**src/rtl/adc_pkg.sv**
```systemverilog
// Shared types and default geometry for the ADC serial receive engine.
package adc_pkg;

  typedef enum logic [1:0] {
    IDLE  = 2'd0,
    SHIFT = 2'd1,
    DONE  = 2'd2
  } adc_rx_state_t;

  localparam int ADC_DATA_W    = 12;
  localparam int ADC_FRAME_LEN = 16;
  localparam int ADC_ADDR_W    = 3;

endpackage

```
**src/rtl/adc_chan_seq.sv**
```systemverilog
// Channel address sequencer: holds the current ADC address and the next one to drive.
// ADC_CH_SEQ_EN selects round-robin scanning; otherwise the address is pinned to FIXED_CH.
module adc_chan_seq #(
  parameter int ADDR_W   = 3,
  parameter int N_CH     = 8,
  parameter int FIXED_CH = 0
) (
  input  logic              clk_i,
  input  logic              rst_i,
  input  logic              advance_i,
  output logic [ADDR_W-1:0] addr_adc_o,
  output logic [ADDR_W-1:0] next_ch_o
);

`ifdef ADC_CH_SEQ_EN
  logic [ADDR_W-1:0] addr_q, addr_d;

  assign next_ch_o  = (addr_q == ADDR_W'(N_CH - 1)) ? '0 : addr_q + 1'b1;
  assign addr_adc_o = addr_q;

  always_comb begin
    addr_d = addr_q;
    if (advance_i) addr_d = next_ch_o;
  end

  always_ff @(posedge clk_i) begin
    if (rst_i) addr_q <= '0;
    else       addr_q <= addr_d;
  end
`else
  logic seq_unused;

  assign addr_adc_o = ADDR_W'(FIXED_CH);
  assign next_ch_o  = ADDR_W'(FIXED_CH);
  assign seq_unused = clk_i ^ rst_i ^ advance_i;
`endif

endmodule

```
**src/rtl/adc_frame_rx.sv**
```systemverilog
// Serial ADC frame receiver: drives the channel address, captures DATA_W result bits
// and presents them on a valid/ready port. Channel scanning is enabled by ADC_CH_SEQ_EN.
module adc_frame_rx
  import adc_pkg::*;
#(
  parameter int DATA_W    = ADC_DATA_W,
  parameter int FRAME_LEN = ADC_FRAME_LEN,
  parameter int LEAD_BITS = 4,
  parameter int ADDR_W    = ADC_ADDR_W,
  parameter int ADDR_POS  = 2,
  parameter int N_CH      = 8,
  parameter int FIXED_CH  = 0
) (
  input  logic              clk,
  input  logic              rst,
  input  logic              cs_adc,
  input  logic              dout_adc,
  output logic              din_adc,
  output logic [ADDR_W-1:0] addr_adc,
  output logic [DATA_W-1:0] sample_data,
  output logic [ADDR_W-1:0] sample_ch,
  output logic              sample_valid,
  input  logic              sample_ready,
  output logic              overrun,
  output logic              frame_err
);

  localparam int CNT_W = $clog2(FRAME_LEN + 1);
  localparam logic [CNT_W-1:0] LEAD_C   = CNT_W'(LEAD_BITS);
  localparam logic [CNT_W-1:0] LAST_C   = CNT_W'(LEAD_BITS + DATA_W - 1);
  localparam logic [CNT_W-1:0] FRAME_C  = CNT_W'(FRAME_LEN);
  localparam logic [CNT_W-1:0] AP_C     = CNT_W'(ADDR_POS);
  localparam logic [CNT_W-1:0] AP_END_C = CNT_W'(ADDR_POS + ADDR_W);

  adc_rx_state_t     state_q, state_d;
  logic [CNT_W-1:0]  bit_cnt_q, bit_cnt_d;
  logic [DATA_W-2:0] shift_q, shift_d;
  logic [DATA_W-1:0] data_q, data_d;
  logic [ADDR_W-1:0] ch_q, ch_d;
  logic              valid_q, valid_d;
  logic              overrun_q, overrun_d;
  logic              err_q, err_d;

  logic              capture, load;
  logic [DATA_W-1:0] shifted;
  logic [CNT_W-1:0]  addr_off;
  logic [ADDR_W-1:0] addr_sh;
  logic [ADDR_W-1:0] next_ch;

  adc_chan_seq #(
    .ADDR_W   (ADDR_W),
    .N_CH     (N_CH),
    .FIXED_CH (FIXED_CH)
  ) u_chan_seq (
    .clk_i      (clk),
    .rst_i      (rst),
    .advance_i  (load),
    .addr_adc_o (addr_adc),
    .next_ch_o  (next_ch)
  );

  // The IDLE->SHIFT edge is itself frame bit 0, so capture covers both states.
  always_comb begin
    state_d   = state_q;
    bit_cnt_d = bit_cnt_q;
    shift_d   = shift_q;
    data_d    = data_q;
    ch_d      = ch_q;
    valid_d   = valid_q;
    overrun_d = 1'b0;
    err_d     = 1'b0;
    capture   = 1'b0;
    load      = 1'b0;
    shifted   = {shift_q, dout_adc};

    unique case (state_q)
      IDLE: begin
        bit_cnt_d = '0;
        if (!cs_adc) begin
          capture   = 1'b1;
          state_d   = SHIFT;
          bit_cnt_d = bit_cnt_q + 1'b1;
        end
      end
      SHIFT: begin
        if (cs_adc) begin
          err_d     = 1'b1;
          state_d   = IDLE;
          bit_cnt_d = '0;
        end else begin
          capture   = 1'b1;
          bit_cnt_d = bit_cnt_q + 1'b1;
        end
      end
      DONE: begin
        if (cs_adc) begin
          state_d   = IDLE;
          bit_cnt_d = '0;
        end else if (bit_cnt_q < FRAME_C) begin
          bit_cnt_d = bit_cnt_q + 1'b1;
        end
      end
      default: state_d = DONE;
    endcase

    if (capture && bit_cnt_q >= LEAD_C && bit_cnt_q <= LAST_C) shift_d = shifted[DATA_W-2:0];
    if (capture && bit_cnt_q == LAST_C) begin
      load    = 1'b1;
      state_d = DONE;
    end

    // A load on the same edge as a transfer keeps valid set and is not an overrun.
    if (load) begin
      data_d    = shifted;
      ch_d      = addr_adc;
      valid_d   = 1'b1;
      overrun_d = valid_q & ~sample_ready;
    end else if (valid_q && sample_ready) begin
      valid_d = 1'b0;
    end
  end

  always_comb begin
    addr_off = bit_cnt_q - AP_C;
    addr_sh  = next_ch << addr_off;
    din_adc  = 1'b0;
    if (state_q != DONE && bit_cnt_q >= AP_C && bit_cnt_q < AP_END_C) din_adc = addr_sh[ADDR_W-1];
  end

  always_ff @(posedge clk) begin
    if (rst) begin
      state_q   <= DONE;
      bit_cnt_q <= '0;
      shift_q   <= '0;
      data_q    <= '0;
      ch_q      <= '0;
      valid_q   <= 1'b0;
      overrun_q <= 1'b0;
      err_q     <= 1'b0;
    end else begin
      state_q   <= state_d;
      bit_cnt_q <= bit_cnt_d;
      shift_q   <= shift_d;
      data_q    <= data_d;
      ch_q      <= ch_d;
      valid_q   <= valid_d;
      overrun_q <= overrun_d;
      err_q     <= err_d;
    end
  end

  assign sample_data  = data_q;
  assign sample_ch    = ch_q;
  assign sample_valid = valid_q;
  assign overrun      = overrun_q;
  assign frame_err    = err_q;

endmodule

```
**config.mk**
```make
export PLATFORM = sky130hd
export DESIGN_NAME = adc_frame_rx
export DESIGN_NICKNAME = d
export VERILOG_FILES = /design/src/rtl/adc_pkg.sv /design/src/rtl/adc_chan_seq.sv /design/src/rtl/adc_frame_rx.sv
export SDC_FILE = /design/constraint.sdc
export NUM_CORES = 1
export LEC_CHECK = 0
export ABC_AREA = 1
export CAP_MARGIN = 10
export CORE_ASPECT_RATIO = 1.25
export CORE_MARGIN = 1.5
export CORE_UTILIZATION = 45
export CTS_BUF_LIST = sky130_fd_sc_hd__clkbuf_8
export CTS_CLUSTER_SIZE = 30
export DETAILED_ROUTE_END_ITERATION = 8
export GPL_TIMING_DRIVEN = 0
export PLACE_DENSITY = 0.79
export SLEW_MARGIN = 20
export SYNTH_ARGS = -nofsm -noshare
export SYNTH_HDL_FRONTEND = slang
export SYNTH_SLANG_ARGS = --single-unit
```
**constraint.sdc**
```tcl
create_clock -name clk -period 3.5 [get_ports clk]
set_input_delay 0.525 -clock clk [delete_from_list [all_inputs] [get_ports clk]]
set_output_delay 0.525 -clock clk [all_outputs]
set_load 0.05 [all_outputs]
```
== After elaboration in Yosys (flattened, before gate mapping) ==
Index checks and enable logic that the tools add are counted.
Word-level totals
  register bits after elaboration: 33
  latch bits: 0
  RAM bits: 0
  bits in read-only memories: 0
  output and inout bits: 22
  word-level logic and storage cells: 56
  memories kept: 0
Cells by class
  add/sub/neg operators: 2
  multiply operators: 0
  divide/modulo/power cells: 0
  order comparisons: 5
  eq/ne operators: 7
  shifts and indexed selects: 1
  multiplexer cells: 14
  bitwise operators: 4
  reductions and logical operators: 16
Operators with widths (count)
  two-way mux 5 bit: 3
  one-hot mux 5 bit (2 select lines): 1
  OR reduction 2 bit: 5
  two-way mux 1 bit: 7
  logical AND 1 bit: 6
  adder 5 x 1 -> 5 bit, second input constant: 1
  == test 5 x 4 -> 1 bit, second input constant: 1
  greater-or-equal comparator 5 x 2 -> 1 bit, second input constant: 1
  greater-or-equal comparator 5 x 3 -> 1 bit, second input constant: 1
  less-or-equal comparator 5 x 4 -> 1 bit, second input constant: 1
  < comparator 5 x 3 -> 1 bit, second input constant: 1
  < comparator 5 bit, second input constant: 1
  << shifter 1 x 5 -> 3 bit, first input constant: 1
  subtractor 5 x 2 -> 5 bit, second input constant: 1
  two-way mux 2 bit: 2
  != test 2 bit, second input constant: 2
  one-hot mux 2 bit (2 select lines): 1
  AND reduction 2 bit: 2
  nonzero test 2 bit: 2
  != test 3 bit, second input constant: 1
  NOT 1 bit: 3
  == test 2 x 1 -> 1 bit, second input constant: 1
  == test 2 bit, second input constant: 1
  logical NOT 2 bit: 1
  other kinds (2): 2

== Logic depth before layout (Yosys ltp) ==
  depth after elaboration: 7
  gate-level depth with buffers: 10

== Modules after synthesis ==
Synthesis repeated with hierarchy kept, for this count alone.
Unflattened totals
  cells, all modules: 224
  area total of the unflattened synthesis: 1711.6 sq um
Modules (own cells, without submodules)
  adc_frame_rx: times used 1, cells an instance 217, area an instance 1662.8 sq um, seq. area each 720.7 sq um
  adc_chan_seq: times used 1, cells an instance 7, area an instance 48.8 sq um, seq. area each 0.0 sq um

== Worst setup path before layout ==
Ideal clock, no wire load.
  path kind: register to register
  start point: register bit_cnt_q[0]
  end point: register shift_q[0]
  setup time: 0.064 ns
  arrival time: 1.360 ns
  required time: 3.436 ns
  path slack: 2.076 ns
  cell stages (with the launch flop): 10
  buffers on the path: 1
  clock period less this slack: 1.424 ns
  path through: dfxtp_1 > ha_1 > nand2_1 > nor2_1 > ha_1 > inv_1 > nand2_2 > buf_2 > a21oi_1 > nor2_1
Between the ends
  cells in the longest elaborated chain, start to end: 3
  elaborated cells between the ends (all ways): 4
  those cells by class: order compare: 2; reduce/logical: 2
RTL lines
  start: declaration: line adc_frame_rx.sv:36  | logic [CNT_W-1:0] bit_cnt_q, bit_cnt_d;
  start signal: assignment: line adc_frame_rx.sv:142  | bit_cnt_q <= bit_cnt_d;
  greater-or-equal comparator 5 x 3 -> 1 bit: line adc_frame_rx.sv:106  | if (capture && bit_cnt_q >= LEAD_C && bit_cnt_q <= LAST_C) shift_d = shifted[DATA_W-2:0];
  logical AND 1 bit: line adc_frame_rx.sv:106
  logical AND 1 bit *: line adc_frame_rx.sv:106
  end signal: assignment: line adc_frame_rx.sv:143  | shift_q <= shift_d;
  end: declaration: line adc_frame_rx.sv:37  | logic [DATA_W-2:0] shift_q, shift_d;
Every way passes the cells marked *; elsewhere a longest branch is shown, timed or not.
A chain may end at the register's enable or synchronous reset.

== Final worst setup path ==
  start point: register data_q[8] (netlist: sample_data[8])
  end point: output sample_data[8]
RTL lines
  start: declaration: line adc_frame_rx.sv:38  | logic [DATA_W-1:0] data_q, data_d;
  start signal: assignment: line adc_frame_rx.sv:144  | data_q <= data_d;
  end: declaration: line adc_frame_rx.sv:20  | output logic [DATA_W-1:0] sample_data,
No word-level cell between the ends.

==> metrics <==
top_reg_cell synth sky130_fd_sc_hd__dfxtp_1; Gates resized, CTS repair 0; detailed-route DRC error count 0; Mapped Avg Cell Area 7.85 µm²; area of combinational cells with multiple inputs 683 µm²; depth of the worst hold-timing path 2; number of antenna violations at the first check in global routing 0; wire length of the first global-routing pass 4.78 mm; Post-CTS Hold Fix Bufs 0; ports placed on the boundary 27; terminating pin of the worst hold path sample_data[9]; CTS tree done; Fmax 511 MHz; number of synthesis warnings 0; die extent in x 55.2 µm; number of antenna-violating nets in the routed design 0; number of sinks driven by the clock tree 33; Hold Path Class reg2reg; # fillers 299; DRC violation total after the first TritonRoute iteration 37; share of total power consumed by net switching 24.6%; FF+latch area 661 µm²; Worst R2R Setup Slack 1780 ps; period utilisation layout 55.9%; Hold Fails Final Rpt 0; largest driver fanout on the critical path 2; effective utilization at floorplan 47.5%; reg2reg path depth 9; sum of routed wire length over all layers 2.80 mm; Floorplan Core Area 3220 µm²; count of pins over their slew limit 0; setup_tns 0 ps; # H-tree levels 2; clock power share 41.4%; post-synthesis cell count 195; cts bufs inserted 5; internal portion of total power 0.655 mW; clock insertion delay at the later pin of the skew report 280 ps; number of vias per cell 4.74; unrepaired setup endpoints after global routing false; share of the yosys chip area belonging to registers 43.1%; critical path cell sequence clkdlybuf4s50_1; number of enable flip-flop cells after synthesis 0; number of port buffers 19; final setup fails 0; buffer cell driving the clock tree root sky130_fd_sc_hd__clkbuf_8; slowest library cell on the worst path sky130_fd_sc_hd__clkdlybuf4s50_1; half-perimeter wire length after placement 2.03 mm; outcome finished clean; areal power density over the cells 455 nW/µm²; Max stage delay on crit path 800 ps; die extent in y 68.2 µm; critical path startpoint category register; number of global-route vias before repair 1104; hold slack 456 ps; arrival time of the worst setup path 1430 ps; overall global routing resource usage 17.7%; maximum number of pins on one net before global-route repair 11; DR vias 1255; Post-CTS Setup Repair Bufs 0; worst reg2reg endpoint shift_q[0]; sequential group share of total power 45.4%; crit path time final 1960 ps; standby leakage power 0.780 nW; Routed WL per cell 10.6 µm; layout-stage area growth over the synthesis result 24.5%; NumNets Final 238; diode count 0; first drt pass iteration count 4; max-cap violation count 0; number of placed cells counting well taps 257; VDD IR max 276 µV; required time worst endpoint 2970 ps; clock tree skew after final layout 6.11 ps; fin cells 265; Tot Pwr 0.869 mW; category of cells accounting for the largest share of critical-path delay buffers and inverters; async set or reset register ratio after synthesis 0%; Distinct cells, synth 23; floorplan die area 3760 µm²; total net switching power 0.214 mW; fraction of power consumed by combinational cells 13.2%; HP Start sample_data[9]; reg-to-reg startpoint bit_cnt_q[0]; worst path bufs/invs 1; number of placement rows 23; clock input transition at the sequential cells of the worst setup and hold paths 70 ps; Mapped Area 1530 µm²; RePlAce Congestion 0.837; synthesized flop and latch total 33; maximum clock path buffer count 2; overflow left after global routing 0; share of layout cells above drive strength 1 18.4%; CP Capture Type output port; start-to-end type of the worst setup path reg2out
## flip-flops by register name (all words and copies together), names as in the netlist
name and cells:
sample_data 12, overrun 1, bit_cnt_q 5, state_q 2, sample_valid 1, shift_q 11, frame_err 1
## cell usage after synthesis (2+ instances only)
library cell	n	area, µm²
sky130_fd_sc_hd__a21oi_1	15	75.1
sky130_fd_sc_hd__buf_4	8	60.1
sky130_fd_sc_hd__buf_6	4	45.0
sky130_fd_sc_hd__dfxtp_1	33	661
sky130_fd_sc_hd__ha_1	6	75.1
sky130_fd_sc_hd__inv_1	22	82.6
sky130_fd_sc_hd__inv_2	2	7.51
sky130_fd_sc_hd__nand2_1	31	116
sky130_fd_sc_hd__nand2_2	6	37.5
sky130_fd_sc_hd__nand3_1	15	75.1
sky130_fd_sc_hd__nor2_1	26	97.6
sky130_fd_sc_hd__o21ai_0	8	40.0
sky130_fd_sc_hd__o21ai_2	9	78.8
## layout make-up
| type | instances | share of cell area [%] |
|---|---|---|
| timing repair buffer | 19 | 9.97 |
| inverter | 25 | 5.05 |
| clock buffer | 6 | 4.33 |
| buffer | 14 | 5.97 |
| clock inverter | 2 | 1.77 |
| tap | 37 | 2.43 |
| sequential | 33 | 34.6 |
| multi-input combinational | 129 | 35.8 |
## layer usage
metal / vias up / track usage (%) / share of wire, %
met2: 37 / 30.4 / 49
met5: - / 0 / 0
li1: 669 / - / -
met1: 544 / 20.0 / 43
met3: 5 / 5.24 / 5.6
met4: 0 / 7.32 / 1.8
## power groups by stage
| stage | clock (mW) | sequential, mW | combinational [mW] |
|---|---|---|---|
| floorplan | 0 | 0.401 | 0.0930 |
| global placement | 0 | 0.402 | 0.111 |
| global route | 0.393 | 0.396 | 0.127 |
| CTS | 0.369 | 0.394 | 0.115 |
| detailed placement | 0 | 0.403 | 0.113 |
| finish | 0.360 | 0.394 | 0.114 |
## cell families after synthesis
group,count (synthesis),share of synthesized area (%)
AOI/OAI and AO/OA,34,14.2
adders and majority gates,6,4.90
buffers and inverters,39,13.7
DFF,33,43.1
other,1,0.245
and+or+nand+nor,82,23.8
## through the flow
stage | util, % | worst slack (ps) | area (µm²)
2_1_floorplan | - | 2080 | 1550
3_3_place_gp | 55.6 | 1570 | 1790
3_5_place_dp | 55.6 | 1550 | 1790
4_1_cts | 59.2 | 1530 | 1910
5_1_grt | 59.2 | 1480 | 1910
6_report | 59.2 | 1540 | 1910
## worst max-delay path by stage
stage                     slack (ps)           start              to  cells past startpoint
after floorplan                 2080    bit_cnt_q[0]      shift_q[0]                      9
after global placement          1570          cs_adc    sample_valid                      7
after detailed placement        1550             rst      shift_q[0]                      5
after CTS                       1530  sample_data[8]  sample_data[8]                      1
after global routing            1480  sample_data[8]  sample_data[8]                      1
final                           1540  sample_data[8]  sample_data[8]                      1
## cell usage in the layout, fill, tap and decap left out, types with 2 or more instances in the layout
| master | count |
|---|---|
| sky130_fd_sc_hd__dfxtp_1 | 33 |
| sky130_fd_sc_hd__nand2_1 | 31 |
| sky130_fd_sc_hd__nor2_1 | 26 |
| sky130_fd_sc_hd__inv_1 | 23 |
| sky130_fd_sc_hd__clkdlybuf4s50_1 | 19 |
| sky130_fd_sc_hd__a21oi_1 | 15 |
| sky130_fd_sc_hd__nand3_1 | 15 |
| sky130_fd_sc_hd__o21ai_2 | 9 |
| sky130_fd_sc_hd__buf_4 | 8 |
| sky130_fd_sc_hd__o21ai_0 | 8 |
| sky130_fd_sc_hd__conb_1 | 7 |
| sky130_fd_sc_hd__nand2_2 | 6 |
| sky130_fd_sc_hd__ha_1 | 6 |
| sky130_fd_sc_hd__clkbuf_8 | 6 |
| sky130_fd_sc_hd__buf_6 | 4 |
| sky130_fd_sc_hd__inv_2 | 2 |
Power figures use the tool's default switching activity.
